File: src/rtl/mul_div_unit.sv
// Sequential signed multiply (radix-2 Booth) / divide (non-restoring) engine.
// Feeds the Z register pair: result_hi -> RZ_HI, result_lo -> RZ_LO.
module mul_div_unit #(
  parameter int WIDTH = 32
) (
  input  logic             clock,
  input  logic             clear,
  input  logic             start,
  input  logic             op,
  input  logic [WIDTH-1:0] operand_a,
  input  logic [WIDTH-1:0] operand_b,
  output logic             busy,
  output logic             done,
  output logic             div_by_zero,
  output logic [WIDTH-1:0] result_hi,
  output logic [WIDTH-1:0] result_lo,
  output logic [1:0]       fsm_state
);

  typedef enum logic [1:0] {IDLE = 2'd0, CALC = 2'd1, FINISH = 2'd2} state_t;
  localparam int CW = $clog2(WIDTH + 1);

  state_t           state, state_next;
  logic [WIDTH:0]   acc_a;
  logic [WIDTH-1:0] acc_q;
  logic             q_m1;
  logic [WIDTH-1:0] m_reg;
  logic             op_q;
  logic             sign_a;
  logic             sign_q;
  logic [CW-1:0]    cnt;

  logic             div_zero;
  logic [WIDTH:0]   m_ext;
  logic [WIDTH:0]   booth_sum;
  logic [WIDTH:0]   div_shift;
  logic [WIDTH:0]   div_res;
  logic [WIDTH-1:0] rem;
  logic [WIDTH-1:0] a_mag;
  logic [WIDTH-1:0] b_mag;

  assign fsm_state = state;
  // Zero divisor is detected on the latched copy during the first CALC cycle.
  assign div_zero  = op_q && (m_reg == '0);

  always_comb begin
    m_ext     = {m_reg[WIDTH-1], m_reg};
    booth_sum = acc_a;
    case ({acc_q[0], q_m1})
      2'b01:   booth_sum = acc_a + m_ext;
      2'b10:   booth_sum = acc_a - m_ext;
      default: booth_sum = acc_a;
    endcase
    div_shift = {acc_a[WIDTH-1:0], acc_q[WIDTH-1]};
    div_res   = acc_a[WIDTH] ? div_shift + {1'b0, m_reg} : div_shift - {1'b0, m_reg};
    rem       = acc_a[WIDTH] ? acc_a[WIDTH-1:0] + m_reg : acc_a[WIDTH-1:0];
    a_mag     = operand_a[WIDTH-1] ? -operand_a : operand_a;
    b_mag     = operand_b[WIDTH-1] ? -operand_b : operand_b;
  end

  always_ff @(posedge clock or negedge clear) begin
    if (!clear) state <= IDLE;
    else        state <= state_next;
  end

  always_comb begin
    state_next = state;
    case (state)
      IDLE:    if (start) state_next = CALC;
      CALC:    if (div_zero || cnt == CW'(1)) state_next = FINISH;
      FINISH:  state_next = IDLE;
      default: state_next = IDLE;
    endcase
  end

  always_ff @(posedge clock or negedge clear) begin
    if (!clear) begin
      busy        <= 1'b0;
      done        <= 1'b0;
      div_by_zero <= 1'b0;
      result_hi   <= '0;
      result_lo   <= '0;
      acc_a       <= '0;
      acc_q       <= '0;
      q_m1        <= 1'b0;
      m_reg       <= '0;
      op_q        <= 1'b0;
      sign_a      <= 1'b0;
      sign_q      <= 1'b0;
      cnt         <= '0;
    end else begin
      done <= 1'b0;
      case (state)
        IDLE: if (start) begin
          busy        <= 1'b1;
          div_by_zero <= 1'b0;
          op_q        <= op;
          cnt         <= CW'(WIDTH);
          acc_a       <= '0;
          q_m1        <= 1'b0;
          if (op) begin
            m_reg  <= b_mag;
            acc_q  <= a_mag;
            sign_a <= operand_a[WIDTH-1];
            sign_q <= operand_a[WIDTH-1] ^ operand_b[WIDTH-1];
          end else begin
            m_reg  <= operand_a;
            acc_q  <= operand_b;
            sign_a <= 1'b0;
            sign_q <= 1'b0;
          end
        end
        CALC: if (!div_zero) begin
          cnt <= cnt - CW'(1);
          if (op_q) begin
            acc_a <= div_res;
            acc_q <= {acc_q[WIDTH-2:0], ~div_res[WIDTH]};
          end else begin
            acc_a <= {booth_sum[WIDTH], booth_sum[WIDTH:1]};
            acc_q <= {booth_sum[0], acc_q[WIDTH-1:1]};
            q_m1  <= acc_q[0];
          end
        end
        FINISH: begin
          busy <= 1'b0;
          done <= 1'b1;
          if (div_zero) begin
            // acc_q still holds |dividend|; restore its sign.
            result_hi   <= sign_a ? -acc_q : acc_q;
            result_lo   <= '1;
            div_by_zero <= 1'b1;
          end else if (op_q) begin
            result_hi <= sign_a ? -rem : rem;
            result_lo <= sign_q ? -acc_q : acc_q;
          end else begin
            result_hi <= acc_a[WIDTH-1:0];
            result_lo <= acc_q;
          end
        end
        default: ;
      endcase
    end
  end

endmodule

File: config.mk
export PLATFORM = sky130hd
export DESIGN_NAME = mul_div_unit
export DESIGN_NICKNAME = d
export VERILOG_FILES = /design/src/rtl/mul_div_unit.sv
export SDC_FILE = /design/constraint.sdc
export NUM_CORES = 1
export LEC_CHECK = 0
export CAP_MARGIN = 20
export CELL_PAD_IN_SITES_DETAIL_PLACEMENT = 0
export CELL_PAD_IN_SITES_GLOBAL_PLACEMENT = 1
export CORE_MARGIN = 1
export CORE_UTILIZATION = 44
export DETAILED_ROUTE_END_ITERATION = 6
export DONT_BUFFER_PORTS = 1
export GPL_ROUTABILITY_DRIVEN = 1
export PLACE_DENSITY = 0.77
export SYNTH_ARGS = -nofsm -noshare
export SYNTH_HDL_FRONTEND = slang
export SYNTH_SLANG_ARGS = --single-unit
File: constraint.sdc
create_clock -name clock -period 4.69 [get_ports clock]
set_input_delay 1.407 -clock clock [delete_from_list [all_inputs] [get_ports clock]]
set_output_delay 1.407 -clock clock [all_outputs]
set_load 0.02 [all_outputs]
Word-level counts from Yosys, hierarchy flattened
Cells that the tools add are included.
Widths: inputs -> output; s select.
{"block": "word_totals", "input_bits": 68, "register_bits": 176}
{"block": "classes", "n_eq_ne": 10, "n_bitwise": 2, "addsub": 10, "n_mux": 39, "n_reduce_logical": 12}
{"cell": "$mux 32", "count": 15}
{"cell": "$mux 33", "count": 4}
{"cell": "$pmux 33 s2", "count": 2}
{"cell": "$neg 32->32", "count": 4}
{"cell": "$pmux 32 s2", "count": 1}
{"cell": "$add 33x32->33", "count": 1}
{"cell": "$add 33x33->33", "count": 1}
{"cell": "$sub 33x32->33", "count": 1}
{"cell": "$sub 33x33->33", "count": 1}
{"cell": "$add 32x32->32", "count": 1}
{"cell": "$logic_not 32->1", "count": 1}
{"cell": "$mux 6", "count": 2}
{"cell": "$pmux 6 s2", "count": 1}
{"cell": "$ne 2x2->1 const B", "count": 5}
{"cell": "$mux 1", "count": 8}
{"cell": "$eq 6x1->1 const B", "count": 1}
{"cell": "$pmux 1 s2", "count": 3}
{"cell": "$reduce_and 2->1", "count": 3}
{"cell": "$reduce_and 3->1", "count": 2}
{"cell": "$sub 6x1->6 const B", "count": 1}
{"cell": "$eq 2x1->1 const B", "count": 2}
{"cell": "$eq 2x2->1 const B", "count": 2}
{"cell": "$mux 2", "count": 2}
{"cell": "$pmux 2 s2", "count": 1}
{"cell": "7 further kinds", "count": 8}

Longest topological paths before layout
{"block": "depth", "depth_word": 6, "mapped_depth": 21}

Worst setup path before layout
Ideal clock, no wire load.
{"block": "synth_path", "path_type": "register to register", "from": "register acc_a[32]", "to": "register acc_a[31]", "path_stages_with_launch": 21, "n_path_buf": 6, "period_less_slack_ns": 4.753, "setup_slack_ns": -0.063, "arrival_ns": 4.666, "path_cell_list": "dfrtp_1 -> clkbuf_1 -> clkbuf_1 -> clkbuf_1 -> buf_1 -> clkbuf_1 -> buf_1 -> a21oi_1 -> xor2_1 -> ha_1 -> a21oi_1 -> o21ai_0 -> a2111oi_0 -> o21ai_0 -> o21a_1 -> a211oi_1 -> o31ai_1 -> a21oi_1 -> o31ai_1 -> xnor2_1 -> o211ai_1"}
{"block": "synth_between", "elab_chain_cells": 5, "elab_cells_between_ends": 7, "classes_between": "add/sub (2); mux (5)"}
{"item": "start: declaration", "line": "24", "source": "logic [WIDTH:0] acc_a;"}
{"item": "start signal: assignment", "line": "116", "source": "acc_a <= div_res;"}
{"item": "start signal: assignment", "line": "119", "source": "acc_a <= {booth_sum[WIDTH], booth_sum[WIDTH:1]};"}
{"item": "$sub 33x33->33 / $add 33x33->33 (equally long branches)", "line": "51, 50"}
{"item": "$pmux 33 s2", "line": "49", "source": "case ({acc_q[0], q_m1})"}
{"item": "$mux 33 *", "line": "115", "source": "if (op_q) begin"}
{"item": "$mux 33 *", "line": "113", "source": "CALC: if (!div_zero) begin"}
{"item": "$pmux 33 s2 *", "line": "93", "source": "case (state)"}
Mark *: on every way between the ends. The rest lies on a longest branch, timed or not. The select of a mux whose other input is x is not followed.
A chain may end at the register's enable or synchronous reset.

Final worst setup path
{"block": "layout_path", "from": "register m_reg[12]", "to": "register acc_a[32]"}
{"block": "layout_between", "elab_chain_cells": 5, "elab_cells_between_ends": 13, "classes_between": "add/sub (4); eq/ne (1); mux (5); reduce/logical (3)"}
{"item": "start: declaration", "line": "27", "source": "logic [WIDTH-1:0] m_reg;"}
{"item": "start signal: assignment", "line": "102", "source": "m_reg <= b_mag;"}
{"item": "start signal: assignment", "line": "107", "source": "m_reg <= operand_a;"}
{"item": "$sub 33x33->33 (tied with other cells)", "line": "51", "source": "2'b10: booth_sum = acc_a - m_ext;"}
{"item": "$pmux 33 s2 / $mux 33 (equally long branches)", "line": "49, 55"}
{"item": "$mux 33", "line": "115"}
{"item": "$mux 33", "line": "113"}
{"item": "$pmux 33 s2", "line": "93"}
Parallel ways exist; a longest one is shown, timed or not. The select of a mux whose other input is x is not followed.

==> impl_metrics.yaml <==
outcome:
  status: "finished, final reports clean"
global_routing:
  grt_pass1_wl_mm: 107
  grt_usage_pct: 32.1
  overflow: 0
  grt_max_degree: 177
  antenna_found_initial: 0
  grt_pass1_vias: 18100
placed_design:
  port_buffers: 0
  place_ws_ps: -59.2
  hpwlAfterDp_mm: 54.3
  gp_congestion: 0.961
synthesis:
  ys_ff_latch: 176
  synth.avg_cell_area_um2: 7.40
  yosysMostFrequentCell: "nor2_1"
  synth_area_leaders: "dfrtp_1, ha_1, xor2_1"
  synth_top_area_share_pct: 23.4
  synthFlopType: "dfrtp_1"
  syn_inst: 2540
  synth_warnings: 0
  synth_edf_count: 0
  ys_seq_area_share_pct: 23.4
  synth_cell_types: 89
  async_flop_share_pct: 100
  syn_area_um2: 18800
  post-synth-top-area-cell: "dfrtp_1"
  synth_commonest_cells: "nor2_1, nand2_1, o21ai_0"
  synth_nets: 2714
cts:
  cts_root_buf: "clkbuf_16"
  clock_latency_ps: 470
  clock_path_buffers: 2
  clock-sinks: 176
  cts_hold_buf: 0
  cts_tree: "yes"
  htree_levels: 4
  cts_buffers: 17
  clkTransAtPathRegs_ps: 80
layout:
  fill_cells: 4242
  area_delta_synth_final_pct: 8.87
  final_core_util_pct: 48.7
  nets: 2675
  largest_reg_flops: 33
  drive_gt1_share_pct: 8.75
  top_register: "acc_a"
  antenna_cells: 0
worst_setup_path:
  r2r-start: "m_reg[12]"
  startpoint_type: "flop"
  required_ps: 5010
  cp_data_arrival_time_ps: 4770
  path_delay_family: "simple AND/OR/NAND/NOR gates"
  max_stage_delay_ps: 470
  crit_type: "flop to flop"
  crit_end: "acc_a[32]"
  path_buf_inv: 1
  r2r_slack_ps: 240
  path_depth: 17
  startpoint: "m_reg[12]"
  cpMaxStageDelayCell: "or4_4"
  crit_fanout: 4
  endpoint_kind: "flop"
  crit_chain: "or2_2 > or4_4 > nor4_4 > buf_4 > nor2_1 > xor2_1 > ha_1 > and3_1 > nand3_1 > nor2_1 > o2111ai_1 > nand3_1 > a21oi_1 > o31ai_1 > a21oi_1 > xnor2_2 > o211ai_1"
  rr_endpoint: "acc_a[32]"
  r2r.worst_path.cells: 17
sta:
  max_clock_freq_ghz: 0.225
  clock_skew_ps: 18.9
  final_hold_viol_count: 0
  timing.slew.headroom_pct: 32.8
  holdWs_ps: 499
  setup_viol: 0
  min_period_over_period_pct: 94.9
  period_needed_ps: 4450
  setup_slack_ps: 239
  finalMaxSlewViolations: 0
  worst_slew_pin_slew_ps: 1000
detailed_routing:
  drt_iter0_drc: 1544
  vias: 18700
  wl_mm: 70.0
  antenna_left: 0
  drc_errors: 0
  viasPerCell: 6.13
  drt_pre_antenna_iters: 6
  wl_per_cell_um: 22.9
die:
  dieArea_um2: 43500
  initial_core_util_pct: 44.7
  die_width_um: 209
  num_io_pins: 137
  die_h_um: 209
  rows: 75
  core_um2: 42000
worst_hold_path:
  min_path_type: "flop to flop"
flow_run:
  max_cap_viol_count: 0
==> cell usage in the layout, fill, tap and decap left out, types with 29 or more instances in the layout <==
master	Yosys	layout
o31ai_1	45	44
buf_4	0	122
xnor2_1	126	125
nand2_1	299	298
o21ai_0	247	247
a21oi_1	215	214
nand2b_1	30	29
nor2_1	302	300
xor2_1	143	143
nor3_1	39	36
a31oi_1	34	34
a21o_1	63	63
dfrtp_1	176	173
mux2i_1	56	56
nand3_1	44	44
inv_1	48	47
ha_1	103	102
==> worst min-delay path by stage <==
| stage | cells past startpoint | to | startpoint | slack, ps |
|---|---|---|---|---|
| 2_1_floorplan | 2 | sign_q | sign_q | 450 |
| 3_3_place_gp | 2 | sign_q | sign_q | 480 |
| 3_5_place_dp | 2 | sign_q | sign_q | 480 |
| 4_1_cts | 2 | sign_q | sign_q | 500 |
| 5_1_grt | 2 | cnt[5] | cnt[5] | 560 |
| 6_report | 2 | sign_q | sign_q | 500 |
==> kinds of logic after synthesis <==
family,after synthesis,share of synthesized area (%)
adders and majority gates,106,7.18
and+or+nand+nor,894,21.9
buffers and inverters,230,4.65
muxes,61,3.28
AOI/OAI and AO/OA,804,27.0
xor gates and xnor gates,269,12.5
DFF,176,23.4
==> stage by stage <==
step | TNS, ps | instance area, um^2 | std cells
final | 0 | 20500 | 3053
after global routing | -69.4 | 20500 | 3053
after CTS | 0 | 20400 | 3052
after detailed placement | -106 | 19700 | 3020
after global placement | 0 | 19700 | 3020
after floorplan | 0 | 18800 | 2540
==> area by class of cell <==
type | count | area, um^2 | share of cell area (%)
Clock buffer | 17 | 425 | 2.08
Clock inverter | 15 | 189 | 0.923
Inverter | 49 | 184 | 0.899
Multi-Input combinational cell | 2134 | 13600 | 66.7
Sequential cell | 176 | 4410 | 21.6
Tap cell | 539 | 674 | 3.30
Timing Repair Buffer | 123 | 936 | 4.57
==> routing by layer <==
layer / vias to the layer above / GRT usage [%] / wire, um
met5: - / 0 / 0
met4: 0 / 11.6 / 2220
met3: 104 / 7.38 / 5500
met2: 649 / 53.9 / 33200
met1: 8932 / 40.2 / 29100
li1: 9022 / - / -
==> worst reg2reg max path: cells and delay by family, from the launching register on <==
| family | cells | cell delay [ps] |
|---|---|---|
| xor+xnor | 2 | 400 |
| flops | 1 | 390 |
| compound gates | 5 | 1060 |
| buf+inv | 1 | 170 |
| simple gates | 8 | 1940 |
| fa+ha+maj | 1 | 360 |
==> timing repair <==
| item | 4_1_cts | 5_1_grt |
|---|---|---|
| resized for setup | 2 | 19 |
| setup buffers | 0 | 1 |
| endpoints found under the setup margin | 3 | 13 |
Power is not shown: default switching activity piles up to over one toggle a cycle in this logic, so the estimate is an artifact.
